`src/rtl/loot_collector.sv`:
```
// loot_collector
//   Claw-side consumer of the caught-loot report. It latches the loot the claw
//   has hooked and sets the retract speed from the loot's weight. When the claw
//   gets home it banks the loot value into a saturating score, shows that value
//   in a popup for a fixed number of video frames, and keeps count of the loot
//   left on the map so it can flag the end of the level.
//
//   Optional feature: define LOOT_DROP_EN to let the player discard the carried
//   loot with loot_drop. The loot counts as gone from the map but scores nothing.
//
// Ports
//   clk               in   system clock
//   reset             in   synchronous, active-high reset
//   start_level       in   1-clk pulse, new level begins
//   level_num         in   [2:0] level index, 1-based (level 1 clears the score)
//   level_loot_total  in   [6:0] loot placed on the map, sampled on start_level
//   start_of_frame    in   1-clk pulse per video frame
//   caught_loot_type  in   [2:0] nonzero for one clk when the claw hits loot
//   claw_home         in   high while the claw is retracted at its origin
//   loot_drop         in   discard carried loot (LOOT_DROP_EN builds only)
//   carried_loot_type out  [2:0] loot on the claw, 0 = none
//   pull_speed        out  [2:0] retract speed: 4 none, 2 gold, 1 rock, 3 diamond/goblet
//   score             out  [15:0] cumulative, saturating score
//   popup_value       out  [15:0] value of the last banked loot
//   popup_valid       out  high while the popup is shown
//   loot_remaining    out  [6:0] loot still on the map
//   level_cleared     out  high once the level has been cleared
//
// state      | meaning
// IDLE_ST    | out of reset, waiting for the first start_level
// EMPTY_ST   | claw free, waiting for a catch
// CARRY_ST   | loot on the claw, waiting for the claw to reach home
// CASH_ST    | loot banked, popup shown for CASH_FRAMES frames
// CLEARED_ST | no loot left, waiting for start_level
module loot_collector #(
  parameter logic [15:0] VAL_GOLD    = 16'd50,
  parameter logic [15:0] VAL_ROCK    = 16'd10,
  parameter logic [15:0] VAL_DIAMOND = 16'd200,
  parameter logic [15:0] VAL_GOBLET  = 16'd500,
  parameter logic [5:0]  CASH_FRAMES = 6'd30
) (
  input  logic        clk,
  input  logic        reset,
  input  logic        start_level,
  input  logic [2:0]  level_num,
  input  logic [6:0]  level_loot_total,
  input  logic        start_of_frame,
  input  logic [2:0]  caught_loot_type,
  input  logic        claw_home,
  input  logic        loot_drop,
  output logic [2:0]  carried_loot_type,
  output logic [2:0]  pull_speed,
  output logic [15:0] score,
  output logic [15:0] popup_value,
  output logic        popup_valid,
  output logic [6:0]  loot_remaining,
  output logic        level_cleared
);

  typedef enum logic [2:0] {
    IDLE_ST, EMPTY_ST, CARRY_ST, CASH_ST, CLEARED_ST
  } state_t;

  state_t      state, state_nxt;
  logic [2:0]  carried_nxt, speed_nxt;
  logic [15:0] score_nxt, popup_nxt;
  logic [6:0]  remaining_nxt, remaining_dec;
  logic [5:0]  frame_cnt, frame_nxt;
  logic [16:0] score_sum;

  function automatic logic [15:0] loot_value(input logic [2:0] t);
    case (t)
      3'd1:    loot_value = VAL_GOLD;
      3'd2:    loot_value = VAL_ROCK;
      3'd3:    loot_value = VAL_DIAMOND;
      3'd4:    loot_value = VAL_GOBLET;
      default: loot_value = 16'd0;
    endcase
  endfunction

  // Heavier loot pulls back slower; unknown types behave like an empty claw.
  function automatic logic [2:0] loot_speed(input logic [2:0] t);
    case (t)
      3'd1:      loot_speed = 3'd2;
      3'd2:      loot_speed = 3'd1;
      3'd3, 3'd4: loot_speed = 3'd3;
      default:   loot_speed = 3'd4;
    endcase
  endfunction

  assign score_sum     = {1'b0, score} + {1'b0, loot_value(carried_loot_type)};
  assign remaining_dec = (loot_remaining == 7'd0) ? 7'd0 : loot_remaining - 7'd1;

  always_ff @(posedge clk) begin
    if (reset) begin
      state             <= IDLE_ST;
      carried_loot_type <= 3'd0;
      pull_speed        <= 3'd4;
      score             <= 16'd0;
      popup_value       <= 16'd0;
      loot_remaining    <= 7'd0;
      frame_cnt         <= 6'd0;
    end else begin
      state             <= state_nxt;
      carried_loot_type <= carried_nxt;
      pull_speed        <= speed_nxt;
      score             <= score_nxt;
      popup_value       <= popup_nxt;
      loot_remaining    <= remaining_nxt;
      frame_cnt         <= frame_nxt;
    end
  end

  always_comb begin
    state_nxt     = state;
    carried_nxt   = carried_loot_type;
    speed_nxt     = pull_speed;
    score_nxt     = score;
    popup_nxt     = popup_value;
    remaining_nxt = loot_remaining;
    frame_nxt     = frame_cnt;

    if (start_level) begin
      // A new level overrides whatever the claw was doing.
      remaining_nxt = level_loot_total;
      carried_nxt   = 3'd0;
      speed_nxt     = 3'd4;
      frame_nxt     = 6'd0;
      if (level_num == 3'd1) score_nxt = 16'd0;
      state_nxt     = (level_loot_total == 7'd0) ? CLEARED_ST : EMPTY_ST;
    end else begin
      case (state)
        IDLE_ST: ;
        EMPTY_ST: begin
          if (caught_loot_type != 3'd0) begin
            carried_nxt = caught_loot_type;
            speed_nxt   = loot_speed(caught_loot_type);
            state_nxt   = CARRY_ST;
          end
        end
        CARRY_ST: begin
          if (claw_home) begin
            popup_nxt     = loot_value(carried_loot_type);
            score_nxt     = score_sum[16] ? 16'hFFFF : score_sum[15:0];
            remaining_nxt = remaining_dec;
            carried_nxt   = 3'd0;
            speed_nxt     = 3'd4;
            frame_nxt     = 6'd0;
            state_nxt     = CASH_ST;
          end
`ifdef LOOT_DROP_EN
          else if (loot_drop) begin
            carried_nxt   = 3'd0;
            speed_nxt     = 3'd4;
            remaining_nxt = remaining_dec;
            state_nxt     = (remaining_dec == 7'd0) ? CLEARED_ST : EMPTY_ST;
          end
`endif
        end
        CASH_ST: begin
          if (start_of_frame) begin
            if (frame_cnt == CASH_FRAMES - 6'd1) begin
              frame_nxt = 6'd0;
              state_nxt = (loot_remaining == 7'd0) ? CLEARED_ST : EMPTY_ST;
            end else begin
              frame_nxt = frame_cnt + 6'd1;
            end
          end
        end
        CLEARED_ST: ;
        default: state_nxt = IDLE_ST;
      endcase
    end
  end

`ifndef LOOT_DROP_EN
  logic drop_unused;
  assign drop_unused = loot_drop;
`endif

  assign popup_valid   = (state == CASH_ST);
  assign level_cleared = (state == CLEARED_ST);

endmodule
```
`config.mk`:
```
export PLATFORM = sky130hd
export DESIGN_NAME = loot_collector
export DESIGN_NICKNAME = d
export VERILOG_FILES = /design/src/rtl/loot_collector.sv
export SDC_FILE = /design/constraint.sdc
export NUM_CORES = 1
export LEC_CHECK = 0
export BUFFER_PORTS_ARGS = -buffer_cell sky130_fd_sc_hd__buf_4
export CORE_AREA = 2 2 105 107
export DETAILED_ROUTE_END_ITERATION = 10
export DIE_AREA = 0 0 107 109
export GPL_ROUTABILITY_DRIVEN = 0
export PLACE_DENSITY_LB_ADDON = 0.12
export RECOVER_POWER = 25
export SLEW_MARGIN = 20
export SYNTH_ARGS = -nofsm -noshare
export SYNTH_HDL_FRONTEND = slang
export SYNTH_SLANG_ARGS = --single-unit
```
`constraint.sdc`:
```
create_clock -name clk -period 2.4 [get_ports clk]
set_input_delay 0.12 -clock clk [delete_from_list [all_inputs] [get_ports clk]]
set_output_delay 0.12 -clock clk [all_outputs]
set_load 0.01 [all_outputs]
```
==> flow_metrics.py <==
metrics = {
    "grt": {
        "first_global_vias": 2484,
        "gr-usage-all-layers_pct": 13.1,
        "grt_first_pass_wirelength_mm": 12.3,
        "grt_start_max_net_pins": 31,
        "globalRouteOverflowTotal": 0,
        "grt_antenna_before_repair": 0,
    },
    "synth": {
        "post-synth-top-area-fraction_pct": 33.2,
        "number_of_library_cell_types_mapped_by_synthesis": 57,
        "netlist.top_cell.by_area": "sky130_fd_sc_hd__dfxtp_1",
        "cell_area_after_technology_mapping_um2": 2590,
        "synth-seq-area-share_pct": 33.2,
        "synth_top_flop_cell": "sky130_fd_sc_hd__dfxtp_1",
        "synthTopCellsByArea": "sky130_fd_sc_hd__dfxtp_1 (33%), sky130_fd_sc_hd__a21oi_1 (5.8%), sky130_fd_sc_hd__ha_1 (5.3%), sky130_fd_sc_hd__a211oi_1 (4.9%), sky130_fd_sc_hd__nor2_1 (4.2%)",
        "async_reset_ff_share_pct": 0,
        "post_synth.cell_area_avg_um2": 8.12,
        "ys_ff_latch": 43,
        "synth_warnings": 0,
        "cell_count_after_synthesis": 319,
        "synth-edff-count": 0,
    },
    "min_path": {
        "worstHoldPathType": "in2reg",
    },
    "floorplanning": {
        "floorplan.core_area_um2": 10600,
        "std_cell_rows": 38,
        "design.portCount": 66,
        "die_area_um2": 11700,
        "die_w_um": 107,
        "initial_core_util_pct": 24.4,
        "die-height_um": 109,
    },
    "pwr": {
        "vdd_ir_drop_max_mv": 0.171,
        "power.share.switching_pct": 27.4,
        "internal-power_mw": 1.02,
        "total_power_mw": 1.40,
        "power.clock.fraction_pct": 33.1,
        "power.switching_uw": 384,
        "power.combinational.fraction_pct": 13.7,
        "power_density_nw_per_um2": 410,
        "p_seq_share_pct": 53.2,
        "leakagePower_nw": 1.27,
    },
    "placed_design": {
        "post_place_cell_area_um2": 3300,
        "port_buffers": 56,
        "dp.final_hpwl_mm": 5.39,
    },
    "timing": {
        "unrepaired_setup_endpoints_after_global_routing": "no",
        "fin_worst_skew_ns": 0.0102,
        "setup_tns_final_ns": 0,
        "timing.final.crit_period_ns": 2.27,
        "slew_at_the_pin_closest_to_its_max_slew_limit_ns": 0.596,
        "final_setup_violation_count": 0,
        "achievable-frequency_mhz": 441,
        "min_period_over_period_pct": 94.4,
        "maxSlewViolCount": 0,
        "timing.slew.headroom_pct": 60.2,
        "finalHoldViolCount": 0,
    },
    "cts": {
        "cts_max_level": 2,
        "tritoncts_num_sinks": 43,
        "tritoncts": "done",
        "root_buffer": "sky130_fd_sc_hd__clkbuf_8",
        "cts-root-to-sink-buffers": 2,
        "worst_setup_hold_path_clk_slew_ns": 0.09,
        "clock_latency_ns": 0.30,
        "numCtsBuffers": 5,
    },
    "run_status": {
        "outcome": "finished, final reports clean",
    },
    "cells_and_area": {
        "filler_cell_count": 1164,
        "drive_gt1_share_pct": 26.0,
        "layout_commonest_cell": "sky130_fd_sc_hd__buf_4",
        "most-common-layout-cells": "sky130_fd_sc_hd__buf_4 (66), sky130_fd_sc_hd__dfxtp_1 (40), sky130_fd_sc_hd__a21oi_1 (30)",
        "areaGrowthSynthToFinish_pct": 31.8,
        "finish.net_count": 426,
        "antenna_cells": 0,
        "finish.instance_area_um2": 3410,
    },
    "drt": {
        "route.detailed.vias_per_inst": 4.71,
        "final_antenna_net_count": 0,
        "drtPass1Iterations": 4,
        "num_vias": 2523,
        "drt-initial-drc-count": 81,
        "totalWireLength_mm": 7.42,
        "remaining_routing_drc_violations": 0,
        "drt_wl_cell_um": 13.8,
    },
    "worst_setup_path": {
        "crit_path_start_kind": "flop",
        "worstPathRequired_ns": 2.62,
        "path_type_of_the_worst_setup_path": "reg2reg",
        "cell_with_the_largest_stage_delay_on_the_worst_path": "sky130_fd_sc_hd__dfxtp_4",
        "crit_arrival_ns": 2.48,
        "worstPathCellList": "xnor2_2 > nor2_2 > ha_2 > fa_2 > a211oi_2 > buf_4 > o211ai_4 > buf_4 > a211oi_2 > a31oi_1 > a31oi_1",
        "worst-path-max-fanout": 5,
        "cp-end-kind": "flop",
        "crit_path_max_incr_delay_ns": 0.39,
    },
    "job": {
        "max_cap_viol_count": 0,
    },
}
==> metrics by stage <==
stage	utilization (%)	setup slack (ns)	cells	hold WS, ns
6_report	32.2	0.135	536	0.0799
5_1_grt	32.2	0.0174	536	0.0963
4_1_cts	32.2	0.0519	536	0.0720
3_5_place_dp	31.1	-0.0530	527	0.387
3_3_place_gp	31.1	-0.0718	527	0.372
2_1_floorplan	-	0.0241	326	0.265
==> critical path, delay by kind of cell (launching register included) <==
family / cells / cell delay [ns]
AOI/OAI and AO/OA: 5 / 0.68
xor gates and xnor gates: 1 / 0.17
DFF: 1 / 0.39
adders and majority gates: 2 / 0.57
and+or+nand+nor: 1 / 0.07
buffers and inverters: 2 / 0.31
==> registers in the layout, summed over array words and instances, names as in the netlist <==
signal / flops
carried_loot_type: 3
frame_cnt: 6
loot_remaining: 7
popup_value: 5
pull_speed: 3
score: 16
state: 3
==> what timing repair did <==
action | 4_1_cts | 5_1_grt
resized for setup | 9 | 13
hold buffers | 0 | 0
endpoints found under the setup margin | 13 | 15
pin swaps | 1 | 13
cloned | 0 | 0
setup buffers | 1 | 0
==> layout make-up <==
cell class	instances	area, µm²	share of cell area, %
multi-input combinational	248	1660	48.6
sequential	43	872	25.5
timing repair buffer	87	591	17.3
tap	140	175	5.13
clock buffer	7	76.3	2.24
inverter	10	37.5	1.10
clock inverter	1	5.00	0.147
==> logic make-up (layout without fill, tap and decap cells) <==
group / after synthesis / after routing / synth area share, %
compound gates: 90 / 90 / 22.9
xor+xnor: 11 / 11 / 3.72
fa+ha+maj: 12 / 12 / 6.08
buf+inv: 35 / 105 / 7.58
flops: 43 / 43 / 33.2
mux: 3 / 3 / 1.21
other cells: 1 / 8 / 0.145
simple gates: 124 / 124 / 25.1
==> final timing paths <==
check | from | endpoint | slack, ns | depth (start not counted)
setup / recovery | carried_loot_type[0] | score[9] | 0.13 | 11
hold / removal | level_loot_total[1] | loot_remaining[1] | 0.08 | 3
setup reg to reg | carried_loot_type[0] | score[9] | 0.13 | 11
hold reg to reg | score[0] | score[0] | 0.45 | 2
==> per-layer routing <==
| metal | global-route usage (%) | wire (µm) |
|---|---|---|
| met5 | 0 | 0 |
| met1 | 16.7 | 3510 |
| met3 | 2.45 | 223 |
| met4 | 3.06 | 48 |
| met2 | 23.1 | 3640 |
==> cell usage after synthesis (6+ instances only) <==
cell type / n
sky130_fd_sc_hd__a21oi_1: 30
sky130_fd_sc_hd__nand3_1: 11
sky130_fd_sc_hd__dfxtp_1: 43
sky130_fd_sc_hd__o211ai_1: 6
sky130_fd_sc_hd__nor2_1: 29
sky130_fd_sc_hd__nand2_1: 25
sky130_fd_sc_hd__nor3_1: 18
sky130_fd_sc_hd__a211oi_1: 17
sky130_fd_sc_hd__clkbuf_1: 6
sky130_fd_sc_hd__xnor2_1: 6
sky130_fd_sc_hd__inv_1: 8
sky130_fd_sc_hd__buf_4: 14
sky130_fd_sc_hd__nand2b_1: 6
sky130_fd_sc_hd__a31oi_1: 6
sky130_fd_sc_hd__ha_1: 11
sky130_fd_sc_hd__o21ai_0: 10
==> power groups by stage <==
stage | sequential (mW) | clock [mW] | combinational [mW]
floorplan | 0.762 | 0 | 0.120
global placement | 0.764 | 0 | 0.194
detailed placement | 0.764 | 0 | 0.193
CTS | 0.747 | 0.488 | 0.195
global route | 0.749 | 0.514 | 0.217
finish | 0.746 | 0.463 | 0.193
Power figures use the tool's default switching activity.
